### src/rtl/riscv_pkg.sv
// Shared RISC-V definitions: register-file size, file-select encoding and
// the architectural register-index type used across the decode scoreboard.
package riscv_pkg;

   localparam int NUM_REGS  = 32;
   localparam int REG_IDX_W = 5;

   typedef logic [REG_IDX_W-1:0] reg_idx_t;

   typedef enum logic {
      FILE_INT = 1'b0,
      FILE_FP  = 1'b1
   } reg_file_e;

   // Integer x0 is hardwired to zero, so it never owns a pending bit
   // and never causes a hazard.
   function automatic logic is_int_x0(input logic fp, input reg_idx_t r);
      return (reg_file_e'(fp) == FILE_INT) && (r == '0);
   endfunction

endpackage

### src/rtl/decode_scoreboard_if.sv
// Decode-stage / writeback bundle between the pipeline and the scoreboard.
// master = decode/writeback side, slave = scoreboard.
interface decode_scoreboard_if;
   import riscv_pkg::*;

   logic     dec_valid;
   logic     dec_ready;
   reg_idx_t rs1_dec;
   reg_idx_t rs2_dec;
   reg_idx_t rs3_dec;
   reg_idx_t rd_dec;
   logic     rs1_use;
   logic     rs2_use;
   logic     rs3_use;
   logic     rd_use;
   logic     rs1_fp;
   logic     rs2_fp;
   logic     rs3_fp;
   logic     rd_fp;
   logic     flush;
   logic     wb_valid;
   reg_idx_t wb_rd;
   logic     wb_fp;
   logic     issue;

   modport master (
      output dec_valid, rs1_dec, rs2_dec, rs3_dec, rd_dec,
      output rs1_use, rs2_use, rs3_use, rd_use,
      output rs1_fp, rs2_fp, rs3_fp, rd_fp,
      output flush, wb_valid, wb_rd, wb_fp,
      input  dec_ready, issue
   );

   modport slave (
      input  dec_valid, rs1_dec, rs2_dec, rs3_dec, rd_dec,
      input  rs1_use, rs2_use, rs3_use, rd_use,
      input  rs1_fp, rs2_fp, rs3_fp, rd_fp,
      input  flush, wb_valid, wb_rd, wb_fp,
      output dec_ready, issue
   );

endinterface

### src/rtl/sb_popcount.sv
// Population count of a bit vector, purely combinational.
module sb_popcount #(
   parameter int WIDTH = 64,
   parameter int OUT_W = $clog2(WIDTH + 1)
) (
   input  logic [WIDTH-1:0] bits,
   output logic [OUT_W-1:0] count
);

   // Sum every bit of the vector into the count.
   always_comb begin
      count = '0;
      for (int i = 0; i < WIDTH; i++) begin
         count = count + OUT_W'(bits[i]);
      end
   end

endmodule

### src/rtl/decode_scoreboard.sv
// In-order decode scoreboard: tracks pending destinations of the integer and
// float register files, stalls decode on RAW/WAW hazards, and lets a
// same-cycle writeback clear a hazard without a bubble.
module decode_scoreboard
   import riscv_pkg::*;
#(
   parameter int NUM_REGS = riscv_pkg::NUM_REGS,
   parameter int CNT_W    = 16
) (
   input  logic                clk,
   input  logic                reset,
   decode_scoreboard_if.slave  bus,
   output logic [6:0]          pending_cnt,
   output logic [CNT_W-1:0]    stall_cycles
);

   localparam int VEC_W = 2 * NUM_REGS;
   localparam int IDX_W = $clog2(VEC_W);

   logic [VEC_W-1:0] pending_q;
   logic [VEC_W-1:0] pending_d;
   logic [VEC_W-1:0] effective;
   logic [CNT_W-1:0] stall_q;
   logic [CNT_W-1:0] stall_d;
   logic             raw;
   logic             waw;
   logic             ready;
   logic             fire;

   // Float registers live in the upper half of the pending vector.
   function automatic logic [IDX_W-1:0] bit_index(input logic fp, input reg_idx_t r);
      return fp ? (IDX_W'(NUM_REGS) + IDX_W'(r)) : IDX_W'(r);
   endfunction

   function automatic logic operand_busy(input logic [VEC_W-1:0] vec, input logic use_op,
                                         input logic fp, input reg_idx_t r);
      return use_op && !is_int_x0(fp, r) && vec[bit_index(fp, r)];
   endfunction

   // Hazard detection against the writeback-bypassed view, plus next-state
   // for the pending vector (set beats clear) and the saturating stall count.
   always_comb begin
      effective = pending_q;
      if (bus.wb_valid) begin
         effective[bit_index(bus.wb_fp, bus.wb_rd)] = 1'b0;
      end

      raw = operand_busy(effective, bus.rs1_use, bus.rs1_fp, bus.rs1_dec)
          | operand_busy(effective, bus.rs2_use, bus.rs2_fp, bus.rs2_dec)
          | operand_busy(effective, bus.rs3_use, bus.rs3_fp, bus.rs3_dec);
      waw = operand_busy(effective, bus.rd_use, bus.rd_fp, bus.rd_dec);

      ready = reset ? 1'b1 : !(raw | waw);
      fire  = !reset && bus.dec_valid && ready && !bus.flush;

      pending_d = effective;
      if (fire && bus.rd_use && !is_int_x0(bus.rd_fp, bus.rd_dec)) begin
         pending_d[bit_index(bus.rd_fp, bus.rd_dec)] = 1'b1;
      end

      stall_d = stall_q;
      if (bus.dec_valid && !ready && !bus.flush && (stall_q != '1)) begin
         stall_d = stall_q + CNT_W'(1);
      end

      bus.dec_ready = ready;
      bus.issue     = fire;
   end

   // State register; reset discards all outstanding pending destinations.
   always_ff @(posedge clk) begin
      if (reset) begin
         pending_q <= '0;
         stall_q   <= '0;
      end else begin
         pending_q <= pending_d;
         stall_q   <= stall_d;
      end
   end

   assign stall_cycles = stall_q;

   sb_popcount #(
      .WIDTH (VEC_W),
      .OUT_W (7)
   ) u_popcount (
      .bits  (pending_q),
      .count (pending_cnt)
   );

endmodule

### src/flat_wrapper.sv
// flat-port wrapper written by rule: the top's interface ports become plain ports
module decode_scoreboard_flat import riscv_pkg::*;
#(
   parameter int NUM_REGS = riscv_pkg::NUM_REGS,
   parameter int CNT_W    = 16
)
  (clk, reset, pending_cnt, stall_cycles, bus_dec_valid, bus_rs1_dec, bus_rs2_dec, bus_rs3_dec, bus_rd_dec, bus_rs1_use, bus_rs2_use, bus_rs3_use, bus_rd_use, bus_rs1_fp, bus_rs2_fp, bus_rs3_fp, bus_rd_fp, bus_flush, bus_wb_valid, bus_wb_rd, bus_wb_fp, bus_dec_ready, bus_issue);
  decode_scoreboard_if bus_i ();
  input  logic clk;
  input  logic reset;
  output logic [6:0] pending_cnt;
  output logic [CNT_W-1:0] stall_cycles;
  input wire logic [$bits(bus_i.dec_valid)-1:0] bus_dec_valid;
  input wire logic [$bits(bus_i.rs1_dec)-1:0] bus_rs1_dec;
  input wire logic [$bits(bus_i.rs2_dec)-1:0] bus_rs2_dec;
  input wire logic [$bits(bus_i.rs3_dec)-1:0] bus_rs3_dec;
  input wire logic [$bits(bus_i.rd_dec)-1:0] bus_rd_dec;
  input wire logic [$bits(bus_i.rs1_use)-1:0] bus_rs1_use;
  input wire logic [$bits(bus_i.rs2_use)-1:0] bus_rs2_use;
  input wire logic [$bits(bus_i.rs3_use)-1:0] bus_rs3_use;
  input wire logic [$bits(bus_i.rd_use)-1:0] bus_rd_use;
  input wire logic [$bits(bus_i.rs1_fp)-1:0] bus_rs1_fp;
  input wire logic [$bits(bus_i.rs2_fp)-1:0] bus_rs2_fp;
  input wire logic [$bits(bus_i.rs3_fp)-1:0] bus_rs3_fp;
  input wire logic [$bits(bus_i.rd_fp)-1:0] bus_rd_fp;
  input wire logic [$bits(bus_i.flush)-1:0] bus_flush;
  input wire logic [$bits(bus_i.wb_valid)-1:0] bus_wb_valid;
  input wire logic [$bits(bus_i.wb_rd)-1:0] bus_wb_rd;
  input wire logic [$bits(bus_i.wb_fp)-1:0] bus_wb_fp;
  output wire logic [$bits(bus_i.dec_ready)-1:0] bus_dec_ready;
  output wire logic [$bits(bus_i.issue)-1:0] bus_issue;
  assign bus_i.dec_valid = bus_dec_valid;
  assign bus_i.rs1_dec = bus_rs1_dec;
  assign bus_i.rs2_dec = bus_rs2_dec;
  assign bus_i.rs3_dec = bus_rs3_dec;
  assign bus_i.rd_dec = bus_rd_dec;
  assign bus_i.rs1_use = bus_rs1_use;
  assign bus_i.rs2_use = bus_rs2_use;
  assign bus_i.rs3_use = bus_rs3_use;
  assign bus_i.rd_use = bus_rd_use;
  assign bus_i.rs1_fp = bus_rs1_fp;
  assign bus_i.rs2_fp = bus_rs2_fp;
  assign bus_i.rs3_fp = bus_rs3_fp;
  assign bus_i.rd_fp = bus_rd_fp;
  assign bus_i.flush = bus_flush;
  assign bus_i.wb_valid = bus_wb_valid;
  assign bus_i.wb_rd = bus_wb_rd;
  assign bus_i.wb_fp = bus_wb_fp;
  assign bus_dec_ready = bus_i.dec_ready;
  assign bus_issue = bus_i.issue;
  decode_scoreboard #(.NUM_REGS(NUM_REGS), .CNT_W(CNT_W)) u_core (.clk(clk), .reset(reset), .bus(bus_i), .pending_cnt(pending_cnt), .stall_cycles(stall_cycles));
endmodule
### config.mk
export PLATFORM = sky130hd
export DESIGN_NAME = decode_scoreboard_flat
export DESIGN_NICKNAME = d
export VERILOG_FILES = /design/src/rtl/riscv_pkg.sv /design/src/rtl/decode_scoreboard_if.sv /design/src/rtl/sb_popcount.sv /design/src/rtl/decode_scoreboard.sv /design/src/flat_wrapper.sv
export SDC_FILE = /design/constraint.sdc
export NUM_CORES = 1
export LEC_CHECK = 0
export CAP_MARGIN = 25
export CORE_ASPECT_RATIO = 0.7
export CORE_MARGIN = 2
export CORE_UTILIZATION = 49
export DETAILED_ROUTE_END_ITERATION = 6
export PLACE_DENSITY_LB_ADDON = 0.2
export SYNTH_ARGS = -nofsm -noshare
export SYNTH_HDL_FRONTEND = slang
export SYNTH_HIERARCHICAL = 1
export SYNTH_SLANG_ARGS = --single-unit
### constraint.sdc
create_clock -name clk -period 9.5 [get_ports clk]
set_input_delay 1.9 -clock clk [delete_from_list [all_inputs] [get_ports clk]]
set_output_delay 1.9 -clock clk [all_outputs]
set_load 0.05 [all_outputs]
==> results.cfg <==
[finish]
antennaDiodeCount = 0
drive_gt1_frac = 0.175
final_area_um2 = 9450
syn2layout_area_growth_pct = 16.3
instances_no_fill = 1222
num-nets-final = 1101

[synthesis]
synth_seq_cells = 80
ys.flop_type = dfxtp_1
syn-instance-count = 930
synth_top_area_cell = dfxtp_1
yosysTopAreaCellShare = 0.197
avgSynthCellArea_um2 = 8.74
synth_area_leaders = dfxtp_1 20%, fa_1 13%, o22ai_2 8.5%
yosysSeqAreaShare = 0.197
synthMostInstantiatedCell = nand2_1
yosysWarnings = 6
async_reset_ff_frac = 0
synth.net_count = 1039
synth_edf_count = 0
synthesis.area_um2 = 8130
synthTopCellsByCount = 96 x nand2_1, 94 x inv_1, 80 x dfxtp_1
synth.distinct_cells = 83

[grt]
grt_use_met3 = 0.161
gr-usage-met1 = 0.502
first_global_vias = 7530
grt_max_degree = 54
grt_use_met2 = 0.430
antenna_found_initial = 1
grt_busiest_layer = met1
grt_pass1_wl_um = 45300
overflow = 0
globalRouteTotalUtil = 0.340

[die]
start_util = 0.500
dieArea_um2 = 17700
die_y_um = 112
core-area_um2 = 16200
row_count = 39
die_w_um = 158
io_pins = 64

[timing]
min_period_over_period = 0.927
final_hold_viol_count = 0
fmax_mhz = 114
timing.hold.ws_ps = 496
tightest_slew_ps = 1100
finalSetupViolations = 0
drv_slew = 0
slew_headroom = 0.260
fin_worst_skew_ps = 10.4
min_period_ps = 8810
setup_tns_ps = 0
rsz0062_at_grt = false

[run_status]
violations = design-rule violations
outcome = finished with violations

[power]
p_int_uw = 607
pwr-share-seq = 0.391
p_switching_uw = 254
p_sw_frac = 0.295
clkPwrFrac = 0.421
vdd_ir_drop_max_mv = 0.0994
p_per_area_nw_per_um2 = 91.1
power_frac_comb = 0.188
leakagePower_uw = 0.00320

[cts]
tritoncts = built
clk_pin_slew_ps = 70
htreeDepth = 3
clock_path_buffers = 2
cts_setup_buffers = 0
clk_latency_ps = 340
cts_inserted_buffers = 9
cts_hold_buf = 0
clock_sink_count = 80
clockRootBuffer = clkbuf_16
cts-resized-gates = 0

[routing]
vias = 8199
drt_iter0_drc = 1385
via_per_inst = 6.71
post_drt_wl_per_cell_um = 24.6
ant_nets = 0
drtPass1Iterations = 7
drcViolationCount = 12
drt_wl_total_um = 30000

[run]
maxCapViolCount = 0

[worst_setup_path]
path_max_fanout = 3
crit_top_cell = fa_1
worstPathRequired_ps = 7600
crit_type = flip-flop to output port
slowest_delay_ps = 710
cp.arrival_ps = 6910
cp-start-kind = flip-flop
worstSetupEndpointType = output port
cp_slowest_cell = clkdlybuf4s50_1
path_cells = fa_1 > inv_1 > fa_1 > fa_1 > fa_1 > inv_1 > fa_1 > inv_1 > fa_1 > fa_1 > fa_1 > inv_1 > ha_1 > fa_1 > a211o_2 > a21oi_1 > o21bai_1 > clkdlybuf4s50_1

[placement]
gp_congestion = 1.05
place_area_um2 = 9150
dp_cells = 1206
dpl.hpwl_um = 22400
io_buffers = 63

[min_path]
hold_class = flip-flop to flip-flop
-- routing by layer --
layer,up-vias,part of all wire,routed length [um]
met5,-,0,0
met2,667,0.38,11300
met1,3853,0.41,12400
met4,0,0.042,1250
li1,3562,-,-
met3,117,0.17,5050
-- cells in the final DEF (no fill, tap or decap), drive strengths merged, types with 8 or more instances in the layout --
master,n
o21ai,82
mux2i,21
inv,95
nand2,96
clkbuf,11
a22oi,21
fa,54
or3,11
mux4,20
and3,8
buf,53
nand2b,9
ha,16
a211oi,9
nor2b,10
nor3,21
nand4,15
a21oi,17
o311ai,8
o211ai,20
clkdlybuf4s50,62
nand3,21
o22ai,68
nor2,46
dfxtp,80
-- kinds of logic (layout without fill, tap and decap cells) --
logic type,Yosys count,count (layout),share of synthesized area
AO/OA/AOI/OAI,288,288,0.287
buffers and inverters,161,228,0.0842
adder cells (fa/ha/maj),70,70,0.158
AND/OR/NAND/NOR,279,279,0.179
XOR/XNOR,4,4,0.00431
flip-flops,80,80,0.197
multiplexers,48,48,0.0910
-- per-stage QoR --
step                worst slack [ps]   util  power, uW
floorplan                        769      -        449
global placement                1060  0.561        499
detailed placement              1060  0.563        500
CTS                              685  0.582        857
global route                     457  0.582        884
finish                           691  0.582        861
-- power by group through the flow --
stage | Sequential, uW | Clock (uW) | Combinational (uW)
after floorplan | 346 | 0 | 103
after global placement | 344 | 0 | 154
after detailed placement | 344 | 0 | 155
after CTS | 337 | 364 | 156
after global routing | 337 | 377 | 170
final | 337 | 362 | 162
-- worst paths after layout --
path                                              from                     end  slack (ps)  cells past startpoint
worst max register to register    u_core/pending_q[11]  u_core/stall_cycles[5]        5870                     10
worst min register to register  u_core/stall_cycles[8]  u_core/stall_cycles[8]         500                      2
worst max-delay path              u_core/pending_q[47]          pending_cnt[6]         690                     18
worst min-delay path            u_core/stall_cycles[8]  u_core/stall_cycles[8]         500                      2
-- critical path, delay by kind of cell, from the launching register on --
| family | cells | cell delay (ps) |
|---|---|---|
| adders and majority gates | 10 | 4700 |
| buffers and inverters | 5 | 920 |
| AOI/OAI and AO/OA | 3 | 600 |
| DFF | 1 | 340 |
-- area by class of cell --
class,instances,area [um^2]
Clock buffer,11,243
Clock inverter,5,65.1
Fill cell,1467,6800
Inverter,97,364
Multi-Input combinational cell,689,5860
Sequential cell,80,1600
Tap cell,225,282
Timing Repair Buffer,115,1040
-- state kept, by name, indices dropped and copies added (netlist names) --
| signal | cells |
|---|---|
| u_core/pending_q | 64 |
| u_core/stall_cycles | 16 |
(Power assumes the default switching activity.)
